$ cat config.mk
export PLATFORM = sky130hd
export DESIGN_NAME = pipe_skid_reg_flat
export DESIGN_NICKNAME = d
export VERILOG_FILES = /design/src/rtl/pipe_skid_reg_if.sv /design/src/rtl/pipe_skid_reg.sv /design/src/flat_wrapper.sv
export SDC_FILE = /design/constraint.sdc
export NUM_CORES = 1
export LEC_CHECK = 0
export CAP_MARGIN = 20
export CORE_AREA = 5 5 42 44
export DETAILED_ROUTE_END_ITERATION = 8
export DIE_AREA = 0 0 47 49
export PLACE_DENSITY = 0.57
export SLEW_MARGIN = 0
export SYNTH_ARGS = -nofsm -noshare
export SYNTH_HDL_FRONTEND = slang
export SYNTH_SLANG_ARGS = --single-unit
$ cat constraint.sdc
create_clock -name clk -period 2.2 [get_ports clk]
set_input_delay 0.33 -clock clk [delete_from_list [all_inputs] [get_ports clk]]
set_output_delay 0.33 -clock clk [all_outputs]
set_load 0.05 [all_outputs]
$ cat src/rtl/pipe_skid_reg_if.sv
// Valid/ready handshake bundle for pipe_skid_reg: upstream in_* channel,
// downstream out_* channel and the occupancy count.
interface pipe_skid_reg_if #(
  parameter int WIDTH = 1
);
  logic [WIDTH-1:0] in_data;
  logic             in_valid;
  logic             in_ready;
  logic [WIDTH-1:0] out_data;
  logic             out_valid;
  logic             out_ready;
  logic [1:0]       count;

  modport slave (
    input  in_data, in_valid, out_ready,
    output in_ready, out_data, out_valid, count
  );

  modport master (
    output in_data, in_valid, out_ready,
    input  in_ready, out_data, out_valid, count
  );
endinterface

$ cat src/rtl/pipe_skid_reg.sv
// Two-entry skid buffer: full-rate valid/ready pipeline register whose
// in_ready, out_valid and count are all driven straight from flops.
module pipe_skid_reg #(
  parameter int WIDTH = 1
) (
  input  logic           clk,
  input  logic           reset,
  input  logic           flush,
  pipe_skid_reg_if.slave bus
);

  typedef enum logic [1:0] {
    ST_EMPTY = 2'b00,
    ST_BUSY  = 2'b01,
    ST_FULL  = 2'b10
  } state_t;

  state_t           r_state;
  state_t           w_next_state;
  logic [WIDTH-1:0] r_main;
  logic [WIDTH-1:0] r_skid;
  logic             r_in_ready;
  logic             r_out_valid;
  logic [1:0]       r_count;

  logic             w_in_fire;
  logic             w_out_fire;
  logic             w_load_main_in;
  logic             w_load_main_skid;
  logic             w_load_skid;
  logic             w_next_in_ready;
  logic             w_next_out_valid;
  logic [1:0]       w_next_count;

  assign w_in_fire  = bus.in_valid & r_in_ready;
  assign w_out_fire = r_out_valid & bus.out_ready;

  // NOTE: every signal gets a default before the case so no path leaves it unassigned (no latches).
  always_comb begin
    w_next_state     = r_state;
    w_load_main_in   = 1'b0;
    w_load_main_skid = 1'b0;
    w_load_skid      = 1'b0;

    unique case (r_state)
      ST_EMPTY: begin
        if (w_in_fire) begin
          w_next_state   = ST_BUSY;
          w_load_main_in = 1'b1;
        end
      end
      ST_BUSY: begin
        if (w_in_fire && w_out_fire) begin
          w_load_main_in = 1'b1;
        end else if (w_in_fire) begin
          w_next_state = ST_FULL;
          w_load_skid  = 1'b1;
        end else if (w_out_fire) begin
          w_next_state = ST_EMPTY;
        end
      end
      ST_FULL: begin
        if (w_out_fire) begin
          w_next_state     = ST_BUSY;
          w_load_main_skid = 1'b1;
        end
      end
      default: w_next_state = ST_EMPTY;
    endcase

    // Flush wins over any transfer; an accepted input word is simply dropped.
    if (flush) begin
      w_next_state     = ST_EMPTY;
      w_load_main_in   = 1'b0;
      w_load_main_skid = 1'b0;
      w_load_skid      = 1'b0;
    end

    w_next_in_ready  = (w_next_state != ST_FULL);
    w_next_out_valid = (w_next_state != ST_EMPTY);
    unique case (w_next_state)
      ST_BUSY: w_next_count = 2'd1;
      ST_FULL: w_next_count = 2'd2;
      default: w_next_count = 2'd0;
    endcase
  end

  // NOTE: all state updates use non-blocking assignments so every flop samples pre-edge values.
  always_ff @(posedge clk or negedge reset) begin
    if (!reset) begin
      r_state     <= ST_EMPTY;
      r_in_ready  <= 1'b0;
      r_out_valid <= 1'b0;
      r_count     <= 2'd0;
    end else begin
      r_state     <= w_next_state;
      r_in_ready  <= w_next_in_ready;
      r_out_valid <= w_next_out_valid;
      r_count     <= w_next_count;
    end
  end

  // NOTE: the data registers carry a defined reset value, but flush and drain leave their contents alone.
  always_ff @(posedge clk or negedge reset) begin
    if (!reset) begin
      r_main <= '0;
      r_skid <= '0;
    end else begin
      if (w_load_main_in) begin
        r_main <= bus.in_data;
      end else if (w_load_main_skid) begin
        r_main <= r_skid;
      end
      if (w_load_skid) begin
        r_skid <= bus.in_data;
      end
    end
  end

  assign bus.in_ready  = r_in_ready;
  assign bus.out_valid = r_out_valid;
  assign bus.out_data  = r_main;
  assign bus.count     = r_count;

  a_no_in_fire_when_full : assert property (
    @(posedge clk) disable iff (!reset) (r_state == ST_FULL) |-> !w_in_fire
  );

endmodule
$ cat src/flat_wrapper.sv
// flat-port wrapper written by rule: the top's interface ports become plain ports
module pipe_skid_reg_flat 
#(
  parameter int WIDTH = 1
)
  (clk, reset, flush, bus_in_data, bus_in_valid, bus_out_ready, bus_in_ready, bus_out_data, bus_out_valid, bus_count);
  pipe_skid_reg_if #(.WIDTH(WIDTH)) bus_i ();
  input  logic clk;
  input  logic reset;
  input  logic flush;
  input wire logic [$bits(bus_i.in_data)-1:0] bus_in_data;
  input wire logic [$bits(bus_i.in_valid)-1:0] bus_in_valid;
  input wire logic [$bits(bus_i.out_ready)-1:0] bus_out_ready;
  output wire logic [$bits(bus_i.in_ready)-1:0] bus_in_ready;
  output wire logic [$bits(bus_i.out_data)-1:0] bus_out_data;
  output wire logic [$bits(bus_i.out_valid)-1:0] bus_out_valid;
  output wire logic [$bits(bus_i.count)-1:0] bus_count;
  assign bus_i.in_data = bus_in_data;
  assign bus_i.in_valid = bus_in_valid;
  assign bus_i.out_ready = bus_out_ready;
  assign bus_in_ready = bus_i.in_ready;
  assign bus_out_data = bus_i.out_data;
  assign bus_out_valid = bus_i.out_valid;
  assign bus_count = bus_i.count;
  pipe_skid_reg #(.WIDTH(WIDTH)) u_core (.clk(clk), .reset(reset), .flush(flush), .bus(bus_i));
endmodule
==> reports/qor.yml, run 1 <==
slew_violations: 0
crit_chain: "clkdlybuf4s50_1"
p_per_area_nw_per_um2: 847
cp.arrival_ns: 1.54
nFillCells: 154
ctsResizeCount: 0
rsz0062_at_grt: "false"
seqPwrFrac: 0.430
finalNetCount: 51
layout-drive-gt1-share: 0.116
pin_count: 11
core_um2: 1400
die_h_um: 49
synth.most_common_cell: "dfrtp_1"
grt_pass1_wl_um: 1120
yosysTopAreaCell: "dfrtp_1"
leakagePower_nw: 0.196
crit_start: "u_core.bus.out_valid"
antenna_left: 0
drv_cap: 0
grt_pass1_vias: 269
hp-class: "input port to asynchronous set/reset pin"
critPathTopFamily: "buffers and inverters"
yosysSeqAreaShare: 0.508
path_buf_inv: 1
dpl.hpwl_um: 562
ys.flop_type: "dfrtp_1"
syn_area_per_cell_um2: 12.7
clock_sinks: 8
fin_area_um2: 532
cts_root_buf: "clkbuf_4"
insertion_delay_ns: 0.25
endpoint_kind: "output port"
peakVddDrop_mv: 0.316
numCtsBuffers: 3
start_util: 0.281
crit_path_start_kind: "register"
first_iter_violations: 10
p_sw_frac: 0.336
slowest_stage: "clkdlybuf4s50_1"
worstMarginPinSlew_ns: 0.494
syn-num-nets: 37
internal_power_w: 0.000299
maxSlewHeadroom: 0.669
async_flop_share: 1.00
clk_path_buf_depth: 2
synthTopCellsByArea: "dfrtp_1, nor4b_4, a21boi_4, a221oi_1, nand4b_1"
via_per_inst: 5.07
cp_max_fo: 5
synthAdderAreaFrac: 0
antennaDiodeCount: 0
synth.distinct_cells: 20
firstDrtPassIters: 4
required_ns: 1.87
synth_top_family_by_area: "simple AND/OR/NAND/NOR gates"
placed_cell_area_um2: 509
post_drt_wl_per_cell_um: 12.9
synth_commonest_cells: "dfrtp_1, a221oi_1, nand2b_1, nand4b_1, o2bb2ai_1"
crit_path_max_incr_delay_ns: 0.84
r2r_start: "u_core.bus.out_valid"
p_sw_w: 0.000151
finalCritPeriodShare: 0.848
antenna_found_initial: 0
synth_xor_area_frac: 0.0222
grt_max_degree: 11
synth_edf_count: 0
cts_hold_buf: 0
drcViolationCount: 0
status: "finished clean"
dieArea_um2: 2300
drt-total-wl_um: 763
cts_setup_buffers: 0
muxShareOfSynthArea: 0.0286
hold_violations: 0
synth-compound-area-share: 0.203
place.port_buffers: 10
grt_util_all_layers: 0.0710
cts_tree: "built"
critical_path_class: "register to output port"
synth_top_cell_area_share: 0.508
synth_seq_cells: 8
finalSetupViolCount: 0
combPwrFrac: 0.325
h-tree-depth: 1
fp.dieW_um: 47
max_freq_mhz: 536
skew_ns: 0.00230
min_period_ns: 1.87
yosys.area_share.simple: 0.216
netlist_area_um2: 394
vias: 299
yosysWarnings: 0
num_rows: 14
gp_congestion: 0.785
synthCells: 31
clkTransAtPathRegs_ns: 0.05
final.setup.tns_ns: 0
gr-total-overflow: 0
power_frac_clock: 0.245
syn2layout_area_growth_pct: 34.9
==> through the flow <==
| step | hold WS (ns) | worst slack [ns] | power [W] | utilization | std cells |
|---|---|---|---|---|---|
| after global placement | 0.469 | 0.472 | 0.000341 | 0.363 | 56 |
| final | 0.365 | 0.334 | 0.000451 | 0.379 | 59 |
| after CTS | 0.368 | 0.315 | 0.000458 | 0.379 | 59 |
| after global routing | 0.385 | 0.298 | 0.000475 | 0.379 | 59 |
| after floorplan | 0.0344 | 0.618 | 0.000294 | - | 31 |
| after detailed placement | 0.483 | 0.439 | 0.000344 | 0.363 | 56 |
==> sequential cells by signal, summed over array words and instances, names as in the netlist <==
name / cells
u_core.bus.out_valid: 1
u_core.r_skid: 1
u_core.bus.count: 2
u_core.r_state: 2
u_core.bus.out_data: 1
u_core.bus.in_ready: 1
==> cell families after synthesis <==
logic type,count (synthesis)
xor+xnor,1
flops,8
buf+inv,2
mux,1
simple gates,10
compound gates,9
==> routing by layer <==
layer  vias up  global-route usage  wire length (µm)
met2        11              0.0995               342
li1        147                   -                 -
met3         2              0.0480                65
met1       139              0.0766               345
met5         -                   0                 0
met4         0              0.0415                 9
==> power by group through the flow <==
stage	Combinational [W]	Clock (W)	Sequential [W]
after floorplan	0.0000537	0	0.000240
after global placement	0.000146	0	0.000195
after detailed placement	0.000148	0	0.000196
after CTS	0.000148	0.000117	0.000194
after global routing	0.000154	0.000124	0.000197
final	0.000147	0.000110	0.000194
==> cell type report <==
class	count	area (µm²)	area share
clock buffers	3	22.5	0.0424
inverters	1	3.75	0.00706
multi-input cells	21	185	0.348
flip-flops and latches	8	200	0.376
well taps	16	20.0	0.0376
repair buffers	10	100	0.188
==> layout by cell type (no fill, tap or decap) <==
master           instances
dfrtp_1                  8
a221oi_1                 2
nor4b_4                  1
inv_1                    1
o2bb2ai_1                2
a21oi_1                  1
nor3b_1                  1
nand4bb_1                1
nand4b_1                 2
o21ai_0                  1
a21boi_4                 1
nor2_1                   1
nor3_1                   1
o22a_1                   1
xnor2_1                  1
nand2b_1                 2
a211oi_1                 1
clkdlybuf4s50_1         10
clkbuf_4                 3
nand2_1                  1
mux2_1                   1
==> path summary, 6_finish.rpt <==
kind                       cells past startpoint  slack, ns                   to
max                                            1       0.33        bus_out_valid
min                                            1       0.36  u_core.bus.count[1]
max reg2reg                                    3       0.85        u_core.r_skid
min reg2reg                                    1       0.49        u_core.r_skid
max in group asynchronous                      1       1.56  u_core.bus.out_data
min in group clk                               1       0.49        u_core.r_skid
(Power assumes the default switching activity.)
==> inputs of run 2 (changes only) <==
==> constraint.sdc (replaced) <==
create_clock -name clk -period 1.9 [get_ports clk]
set_input_delay 0.285 -clock clk [delete_from_list [all_inputs] [get_ports clk]]
set_output_delay 0.285 -clock clk [all_outputs]
set_load 0.05 [all_outputs]
==> run 2 against run 1 <==
Net effect:
- power up 15%
- cell count up 1.7%
- die area unchanged
- global-route usage up 2.3 points
- non-clock buffer count up 1
- register-to-register slack worse by 0.30 ns
- clock-buffer cell count unchanged
- largest cell class unchanged
- largest power group unchanged
- highest routed layer unchanged
==> reports/qor.yml, run 2 (synthesis results as in run 1) <==
ctsResizeCount: 0  # unchanged
slew_violations: 0  # unchanged
cts_hold_buf: 0  # unchanged
grt_pass1_vias: 312  # +16%
status: "finished clean"
endpoint_kind: "output port"
cts_tree: "built"
hp-class: "input port to asynchronous set/reset pin"
finalNetCount: 52  # +2.0%
final_cell_count_no_fill: 60  # +1.7%
layout_commonest_cell: "clkdlybuf4s50_1"
num_rows: 14  # unchanged
skew_ns: 0.00105  # -0.00125 ns
die_h_um: 49  # unchanged
gr-total-overflow: 0  # unchanged
clock_sinks: 8  # unchanged
critPathTopFamily: "buffers and inverters"
pin_count: 11  # unchanged
worstMarginPinSlew_ns: 0.496  # +0.00191 ns
seqPwrFrac: 0.432  # +0.002
p_sw_frac: 0.331  # -0.00523
mostFrequentLayoutCells: "clkdlybuf4s50_1, dfrtp_1, clkbuf_4"
dp.cells: 57  # +1.8%
cp_max_fo: 4  # -1
vias: 314  # +5.0%
internal_power_w: 0.000347  # +16%
h-tree-depth: 1  # unchanged
syn2layout_area_growth_pct: 36.2
antenna_found_initial: 0  # unchanged
nFillCells: 153  # -0.65%
insertion_delay_ns: 0.25  # about the same
hold_violations: 0  # unchanged
crit_chain: "clkdlybuf4s50_1"
leakagePower_nw: 0.202  # +3.2%
dieArea_um2: 2300  # unchanged
first_iter_violations: 2  # -8
cp.arrival_ns: 1.45  # -0.09 ns
firstDrtPassIters: 2  # -2
multiInputGateArea_um2: 185  # unchanged
rsz0062_at_grt: "false"
slowest_stage: "clkdlybuf4s50_1"
p_sw_w: 0.000171  # +13%
grt_util_all_layers: 0.0944  # +0.0234
place.port_buffers: 10  # unchanged
clk_path_buf_depth: 2  # unchanged
max_freq_mhz: 576
antennaDiodeCount: 0  # unchanged
drcViolationCount: 0  # unchanged
path_buf_inv: 1  # unchanged
finalSetupViolCount: 0  # unchanged
maxSlewHeadroom: 0.668  # -0.00128
cts_root_buf: "clkbuf_4"
gp_congestion: 0.753  # -4.1%
required_ns: 1.62  # -0.25 ns
min_period_ns: 1.74
post_drt_wl_per_cell_um: 12.9  # -0.12%
crit_path_start_kind: "register"
finalCritPeriodShare: 0.914
crit_path_max_incr_delay_ns: 0.82  # -0.02 ns
combPwrFrac: 0.329  # +0.004
power_frac_clock: 0.239  # -0.006
final.setup.tns_ns: 0  # unchanged
start_util: 0.281  # unchanged
grt_max_degree: 9  # -2
clkTransAtPathRegs_ns: 0.05  # about the same
seqCellArea_um2: 200  # unchanged
numCtsBuffers: 3  # unchanged
peakVddDrop_mv: 0.353  # +12%
core_um2: 1400  # unchanged
dpl.hpwl_um: 638  # +14%
drv_cap: 0  # unchanged
fp.dieW_um: 47  # unchanged
layout-drive-gt1-share: 0.159  # +0.0428
critical_path_class: "register to output port"
antenna_left: 0  # unchanged
grt_pass1_wl_um: 1430  # +27%
p_per_area_nw_per_um2: 966  # +14%
via_per_inst: 5.23  # +3.3%
drt-total-wl_um: 775  # +1.6%
cts_setup_buffers: 0  # unchanged
==> run 2: path summary, 6_finish.rpt <==
check,start,endpoint,slack [ns],depth (start not counted)
worst min-delay path,reset,u_core.bus.out_data,0.31,1
worst max register to register,u_core.bus.out_valid,u_core.r_skid,0.55,3
max in group asynchronous,reset,u_core.r_state[0],1.33,1
min in group clk,u_core.r_skid,u_core.r_skid,0.48,1
worst max-delay path,u_core.bus.in_ready,bus_in_ready,0.16,1
worst min register to register,u_core.r_skid,u_core.r_skid,0.48,1
==> run 2: layout make-up <==
class | instances | share of cell area
tap | 16 | 0.0373
clock buffer | 3 | 0.0420
timing repair buffer | 11 | 0.196
multi-input combinational | 21 | 0.345
sequential | 8 | 0.373
inverter | 1 | 0.00699
==> run 2: per-stage QoR <==
| step | instance area (µm²) | total power, W | setup WS [ns] | util | hold WS (ns) |
|---|---|---|---|---|---|
| after floorplan | 394 | 0.000340 | 0.318 | - | -0.0106 |
| after global placement | 514 | 0.000397 | 0.235 | 0.367 | 0.468 |
| after detailed placement | 514 | 0.000400 | 0.189 | 0.367 | 0.481 |
| after CTS | 537 | 0.000529 | 0.145 | 0.383 | 0.318 |
| after global routing | 537 | 0.000558 | 0.117 | 0.383 | 0.326 |
| final | 537 | 0.000518 | 0.164 | 0.383 | 0.309 |
==> run 2: routing by layer <==
layer  vias to the layer above  track usage  share of wire
met5                         -            0              0
met4                         0       0.0829          0.045
met3                         4       0.0554           0.11
met2                        10        0.131           0.49
met1                       150       0.0946           0.35
li1                        150            -              -
==> run 2: power groups by stage <==
stage	clock network [W]	logic, W	registers (W)
detailed placement	0	0.000172	0.000228
floorplan	0	0.0000622	0.000278
CTS	0.000131	0.000173	0.000225
global route	0.000147	0.000182	0.000229
finish	0.000124	0.000171	0.000224
global placement	0	0.000171	0.000226
==> run 2: worst register-to-register path, cell delays in order (launching register included) <==
cell and delay, ns:
dfrtp_1 0.44, a21boi_4 0.23, nor4b_4 0.22, mux2_1 0.34
